<file path="src/rtl/lsu_pkg.sv">
// Shared definitions for the load/store unit: size encodings, FSM states and lane helpers.
package lsu_pkg;

    typedef enum logic [1:0] {
        SizeByte = 2'b00,
        SizeHalf = 2'b01,
        SizeWord = 2'b10,
        SizeBad  = 2'b11
    } size_e;

    typedef enum logic [2:0] {
        StIdle,
        StLoad,
        StRmwRd,
        StWrite,
        StResp
    } state_e;

    localparam int unsigned LaneBits     = 8;
    localparam int unsigned LanesPerWord = 4;

    function automatic logic [2:0] size_bytes(input logic [1:0] size);
        case (size)
            SizeByte: size_bytes = 3'd1;
            SizeHalf: size_bytes = 3'd2;
            SizeWord: size_bytes = 3'd4;
            default:  size_bytes = 3'd0;
        endcase
    endfunction

endpackage

</file>
<file path="src/rtl/lsu_lane.sv">
// Combinational lane logic: extracts/extends load data and merges sub-word store data.
module lsu_lane
    import lsu_pkg::*;
(
    input  logic [31:0] i_word,
    input  logic [1:0]  i_lane,
    input  logic [1:0]  i_size,
    input  logic        i_unsigned,
    input  logic [31:0] i_wdata,
    output logic [31:0] o_load,
    output logic [31:0] o_merged
);

    logic [4:0]  w_shamt;
    logic [31:0] w_shifted;
    logic [31:0] w_mask;
    logic [31:0] w_ins;

    assign w_shamt   = {i_lane, 3'b000};
    assign w_shifted = i_word >> w_shamt;

    always_comb begin
        o_load   = i_word;
        o_merged = i_word;
        w_mask   = '0;
        w_ins    = '0;
        case (i_size)
            SizeByte: begin
                o_load   = i_unsigned ? {24'b0, w_shifted[LaneBits-1:0]}
                                      : {{24{w_shifted[7]}}, w_shifted[7:0]};
                w_mask   = 32'h0000_00ff << w_shamt;
                w_ins    = {24'b0, i_wdata[7:0]} << w_shamt;
                o_merged = (i_word & ~w_mask) | (w_ins & w_mask);
            end
            SizeHalf: begin
                o_load   = i_unsigned ? {16'b0, w_shifted[15:0]}
                                      : {{16{w_shifted[15]}}, w_shifted[15:0]};
                w_mask   = 32'h0000_ffff << w_shamt;
                w_ins    = {16'b0, i_wdata[15:0]} << w_shamt;
                o_merged = (i_word & ~w_mask) | (w_ins & w_mask);
            end
            SizeWord: begin
                o_load   = i_word;
                o_merged = i_wdata;
            end
            default: begin
                o_load   = i_word;
                o_merged = i_word;
            end
        endcase
    end

endmodule

</file>
<file path="src/rtl/lsu_rmw.sv">
// Load/store unit with read-modify-write for sub-word stores over a word-wide memory.
// Define LSU_MISALIGN_TRAP_EN to trap misaligned half/word accesses instead of aligning them.
module lsu_rmw
    import lsu_pkg::*;
#(
    parameter int unsigned MEM_BYTES = 1024
) (
    input  logic        clk,
    input  logic        rst_n,
    input  logic        req_valid,
    output logic        req_ready,
    input  logic        req_we,
    input  logic [1:0]  req_size,
    input  logic        req_unsigned,
    input  logic [31:0] req_addr,
    input  logic [31:0] req_wdata,
    output logic        resp_valid,
    output logic [31:0] resp_rdata,
    output logic        resp_err,
    output logic        mem_ce,
    output logic        mem_we,
    output logic [31:0] mem_addr,
    output logic [31:0] mem_wdata,
    input  logic [31:0] mem_rdata
);

    state_e      r_state;
    logic        r_we;
    logic [1:0]  r_size;
    logic        r_unsigned;
    logic [31:0] r_addr;
    logic [31:0] r_wdata;
    logic        r_resp_valid;
    logic [31:0] r_resp_rdata;
    logic        r_resp_err;
    logic        r_mem_ce;
    logic        r_mem_we;
    logic [31:0] r_mem_addr;
    logic [31:0] r_mem_wdata;

    logic [32:0] w_end;
    logic        w_err;
    logic [31:0] w_addr;
    logic [31:0] w_load;
    logic [31:0] w_merged;

    // Range check uses the address as issued, before any forced alignment.
    assign w_end = {1'b0, req_addr} + {30'b0, size_bytes(req_size)};

    always_comb begin
        w_addr = req_addr;
        w_err  = (req_size == SizeBad) || (w_end > 33'(MEM_BYTES));
`ifdef LSU_MISALIGN_TRAP_EN
        if ((req_size == SizeHalf && req_addr[0]) ||
            (req_size == SizeWord && req_addr[1:0] != 2'b00)) begin
            w_err = 1'b1;
        end
`else
        if (req_size == SizeHalf) begin
            w_addr[0] = 1'b0;
        end else if (req_size == SizeWord) begin
            w_addr[1:0] = 2'b00;
        end
`endif
    end

    lsu_lane u_lane (
        .i_word     (mem_rdata),
        .i_lane     (r_addr[1:0]),
        .i_size     (r_size),
        .i_unsigned (r_unsigned),
        .i_wdata    (r_wdata),
        .o_load     (w_load),
        .o_merged   (w_merged)
    );

    always_ff @(posedge clk or negedge rst_n) begin
        if (!rst_n) begin
            r_state      <= StIdle;
            r_we         <= 1'b0;
            r_size       <= 2'b00;
            r_unsigned   <= 1'b0;
            r_addr       <= '0;
            r_wdata      <= '0;
            r_resp_valid <= 1'b0;
            r_resp_rdata <= '0;
            r_resp_err   <= 1'b0;
            r_mem_ce     <= 1'b0;
            r_mem_we     <= 1'b0;
            r_mem_addr   <= '0;
            r_mem_wdata  <= '0;
        end else begin
            // Pulses and memory strobes default low; each state re-asserts what it needs.
            r_resp_valid <= 1'b0;
            r_resp_rdata <= '0;
            r_resp_err   <= 1'b0;
            r_mem_ce     <= 1'b0;
            r_mem_we     <= 1'b0;
            r_mem_addr   <= '0;
            r_mem_wdata  <= '0;
            case (r_state)
                StIdle: begin
                    if (req_valid) begin
                        r_we       <= req_we;
                        r_size     <= req_size;
                        r_unsigned <= req_unsigned;
                        r_addr     <= w_addr;
                        r_wdata    <= req_wdata;
                        if (w_err) begin
                            r_state      <= StResp;
                            r_resp_valid <= 1'b1;
                            r_resp_err   <= 1'b1;
                        end else begin
                            r_mem_ce   <= 1'b1;
                            r_mem_addr <= {w_addr[31:2], 2'b00};
                            if (!req_we) begin
                                r_state <= StLoad;
                            end else if (req_size == SizeWord) begin
                                r_state     <= StWrite;
                                r_mem_we    <= 1'b1;
                                r_mem_wdata <= req_wdata;
                            end else begin
                                r_state <= StRmwRd;
                            end
                        end
                    end
                end
                StLoad, StRmwRd: begin
                    if (!r_we) begin
                        r_state      <= StResp;
                        r_resp_valid <= 1'b1;
                        r_resp_rdata <= w_load;
                    end else begin
                        r_state     <= StWrite;
                        r_mem_ce    <= 1'b1;
                        r_mem_we    <= 1'b1;
                        r_mem_addr  <= {r_addr[31:2], 2'b00};
                        r_mem_wdata <= w_merged;
                    end
                end
                StWrite: begin
                    r_state      <= StResp;
                    r_resp_valid <= 1'b1;
                end
                StResp: begin
                    r_state <= StIdle;
                end
                default: begin
                    r_state <= StIdle;
                end
            endcase
        end
    end

    assign req_ready  = (r_state == StIdle);
    assign resp_valid = r_resp_valid;
    assign resp_rdata = r_resp_rdata;
    assign resp_err   = r_resp_err;
    assign mem_ce     = r_mem_ce;
    assign mem_we     = r_mem_we;
    assign mem_addr   = r_mem_addr;
    assign mem_wdata  = r_mem_wdata;

endmodule

</file>
<file path="config.mk">
export PLATFORM = sky130hd
export DESIGN_NAME = lsu_rmw
export DESIGN_NICKNAME = d
export VERILOG_FILES = /design/src/rtl/lsu_pkg.sv /design/src/rtl/lsu_lane.sv /design/src/rtl/lsu_rmw.sv
export SDC_FILE = /design/constraint.sdc
export NUM_CORES = 1
export LEC_CHECK = 0
export CAP_MARGIN = 20
export CELL_PAD_IN_SITES_DETAIL_PLACEMENT = 2
export CELL_PAD_IN_SITES_GLOBAL_PLACEMENT = 2
export CORE_ASPECT_RATIO = 0.8
export CORE_MARGIN = 1
export CORE_UTILIZATION = 34
export CTS_BUF_LIST = sky130_fd_sc_hd__clkbuf_8
export CTS_CLUSTER_DIAMETER = 30
export DETAILED_ROUTE_END_ITERATION = 6
export GPL_TIMING_DRIVEN = 0
export PLACE_DENSITY_LB_ADDON = 0.1
export SLEW_MARGIN = 20
export SYNTH_ARGS = -nofsm -noshare
export SYNTH_HDL_FRONTEND = slang
export SYNTH_HIERARCHICAL = 1
export SYNTH_SLANG_ARGS = --single-unit
export TNS_END_PERCENT = 20
</file>
<file path="constraint.sdc">
create_clock -name clk -period 3.5 [get_ports clk]
set_clock_uncertainty 0.15 [all_clocks]
set_input_delay 0.7 -clock clk [delete_from_list [all_inputs] [get_ports clk]]
set_output_delay 0.7 -clock clk [all_outputs]
set_load 0.005 [all_outputs]
</file>
==> run_results.csv <==
group,metric,value,unit
placement,place_inst,1654,
job,drv_cap,0,
drt,postRouteAntennaNets,0,
yosys,synthDistinctLibCells,80,
timing,setup_viol,0,
drt,viasPerCell,5.539,
grt,grt_pass1_vias,10110,
status,status,"complete, no violations",
yosys,syn_inst,1089,
final_layout,drive_gt1_frac,0.1159,
placement,hpwl,30020,um
drt,post_drt_wl_per_cell,23.67,um
cts,tritoncts,"done",
grt,grt_max_degree,68,
die,ios,204,
drt,dr.first_iter.drc_count,585,
pwr,power_density,395.7,nW/um^2
cts,cts_buffers,17,
pwr,total_power,5.015,mW
grt,grt_first_pass_wirelength,61490,um
timing,rsz0062_at_grt,"true",
grt,grt_usage,0.2881,
hold_path,hp-class,"reg2reg",
die,die_area,28540,um^2
worst_setup_path,crit_fanout,10,
yosys,ys_warn_count,6,
placement,gp_congestion,0.9182,
yosys,yosysSeqAreaShare,0.4464,
timing,slew_viol_final,0,
pwr,max-vdd-ir-drop,0.2217,mV
cts,cts-htree-levels,4,
worst_setup_path,worstPathArrival,3.63,ns
final_layout,nNetsFinal,1428,
timing,holdWs,0.3297,ns
cts,cts_num_sinks,169,
timing,tightest_slew,1.007,ns
cts,cts-root-buf,"clkbuf_8",
yosys,synth.avg_cell_area,8.700,um^2
grt,antenna_found_initial,1,
timing,period_minus_slack,3.392,ns
cts,clk_latency,0.49,ns
timing,max-slew-margin-rel,0.3259,
drt,num_vias,9383,
worst_setup_path,endpoint_kind,"flop",
yosys,synth_edf_count,0,
cts,cts.path.max_buffers,2,
die,initial_core_util,0.3471,
die,die_h,151.3,um
final_layout,area_growth,33.77,%
worst_setup_path,crit_required,3.74,ns
yosys,synth_area,9474,um^2
timing,fmaxAchievable,294.8,MHz
worst_setup_path,reg2reg_depth,10,
drt,drc,0,
drt,wirelength,40090,um
drt,first_pass_iters,5,
die,num_rows,54,
final_layout,final_cells,1694,
yosys,synth_seq_cells,169,
grt,grt_overflow,0,
die,core,27300,um^2
pwr,power.leakage,5.644,nW
yosys,async_flop_share,1.000,
worst_setup_path,start_kind,"primary input",
timing,fin_crit_sh,0.9692,
worst_setup_path,worstSetupPathType,"in2reg",
timing,hold_violations,0,
die,die_w,188.6,um
timing,fin_tns_setup,0,ns
yosys,ys.flop_type,"dfrtp_1",
placement,port_buffers,198,
cts,clk_pin_slew,0.09,ns
hold_path,hold_depth,2,
==> final cells by class <==
| class | count | area, um^2 |
|---|---|---|
| fillers | 3012 | 14620 |
| multi-input cells | 816 | 4920 |
| inverters | 27 | 105.1 |
| well taps | 364 | 455.4 |
| plain buffers | 78 | 415.4 |
| repair buffers | 208 | 2127 |
| flip-flops and latches | 169 | 4229 |
| clock inverters | 14 | 185.2 |
| clock buffers | 17 | 234.0 |
| diodes | 1 | 2.502 |
==> final timing paths <==
kind | slack, ns | end | startpoint
worst max register to register | 0.27 | mem_wdata[20] | r_addr[0]
min in group asynchronous | 0.56 | mem_addr[15] | rst_n
worst min register to register | 0.33 | r_addr[20] | r_addr[20]
max in group asynchronous | 1.97 | r_wdata[9] | rst_n
worst min-delay path | 0.33 | r_addr[20] | r_addr[20]
worst max-delay path | 0.11 | mem_addr[2] | req_size[1]
==> layout by cell type, fill, tap and decap left out, types with 4 or more instances in the layout <==
master	n
clkbuf_8	18
buf_2	16
ha_1	6
o21a_1	7
clkinvlp_4	4
o21ai_0	41
nand2_1	308
mux2_2	8
clkbuf_2	5
nand4_1	11
a22o_1	8
nor2_1	66
a21oi_1	38
and3_1	7
buf_4	12
o31ai_2	7
clkdlybuf4s50_1	182
clkbuf_1	41
nor3_1	4
dfrtp_1	169
xor2_1	7
a221oi_1	14
a22oi_1	17
and2_1	56
nor2b_1	4
dlymetal6s2s_1	10
mux2i_1	14
inv_6	5
nand3_1	63
mux4_2	18
o21ai_2	7
buf_1	4
inv_1	24
o31ai_1	9
o21ai_1	23
==> registers in the layout (all words and copies together) (netlist names), 2 cells and up <==
signal      flops
mem_wdata      32
r_addr         32
r_wdata        32
resp_rdata     32
mem_addr       30
r_state         3
r_size          2
==> Yosys cell counts, drive strengths merged, types with 18 or more instances <==
| cell type | number | area (um^2) |
|---|---|---|
| o21ai | 72 | 360.3 |
| inv | 26 | 97.59 |
| nand3 | 64 | 332.8 |
| nand2 | 309 | 1162 |
| dfrtp | 169 | 4229 |
| a21oi | 39 | 206.5 |
| clkbuf | 50 | 202.7 |
| mux4 | 18 | 405.4 |
| nor2 | 67 | 251.5 |
| and2 | 56 | 350.3 |
| o31ai | 19 | 192.7 |
| buf | 27 | 176.4 |
==> worst max-delay path, cell delays in order <==
cell      delay (ns)
clkbuf_4        0.15
nor2_2          0.06
ha_4            0.18
fa_2            0.45
a21oi_4         0.26
nor3_1          0.09
nor4bb_1        0.30
a31oi_1         0.17
nand4b_1        0.22
or4_4           0.45
buf_12          0.17
buf_12          0.15
o31ai_4         0.25
==> layer usage <==
| metal | track usage | routed length, um |
|---|---|---|
| met1 | 0.4161 | 19470 |
| met2 | 0.4415 | 17600 |
| met3 | 0.05561 | 2292 |
| met4 | 0.07177 | 725 |
| met5 | 0 | 0 |
==> kinds of logic after synthesis <==
family | after synthesis | share of synthesized area
simple gates | 555 | 0.2670
compound gates | 201 | 0.1466
flops | 169 | 0.4464
buf+inv | 105 | 0.05190
mux | 40 | 0.06709
xor+xnor | 10 | 0.009245
fa+ha+maj | 8 | 0.01136
other cells | 1 | 0.0003958
==> through the flow <==
stage | worst slack (ns) | util | instance area (um^2)
floorplan | 0.04038 | - | 9483
global placement | -5.553 | 0.4367 | 11920
detailed placement | -1.746 | 0.4391 | 11990
CTS | 0.0003864 | 0.4604 | 12570
global route | -0.01069 | 0.4643 | 12670
finish | 0.1078 | 0.4643 | 12670
==> what timing repair did <==
item,CTS,global route
pin swaps,6,7
endpoints found under the setup margin,48,46
buffers inserted,5,2
hold buffers,1,0
gates resized for setup,40,44
cloned,0,0
endpoints found under the hold margin,48,0
==> power breakdown <==
| group | total [mW] | switching (mW) | internal [mW] |
|---|---|---|---|
| Sequential | 2.19 | 0.132 | 2.05 |
| Clock | 1.57 | 0.845 | 0.720 |
| Combinational | 1.26 | 0.779 | 0.484 |
| Total | 5.01 | 1.76 | 3.26 |
Power figures use the tool's default switching activity.
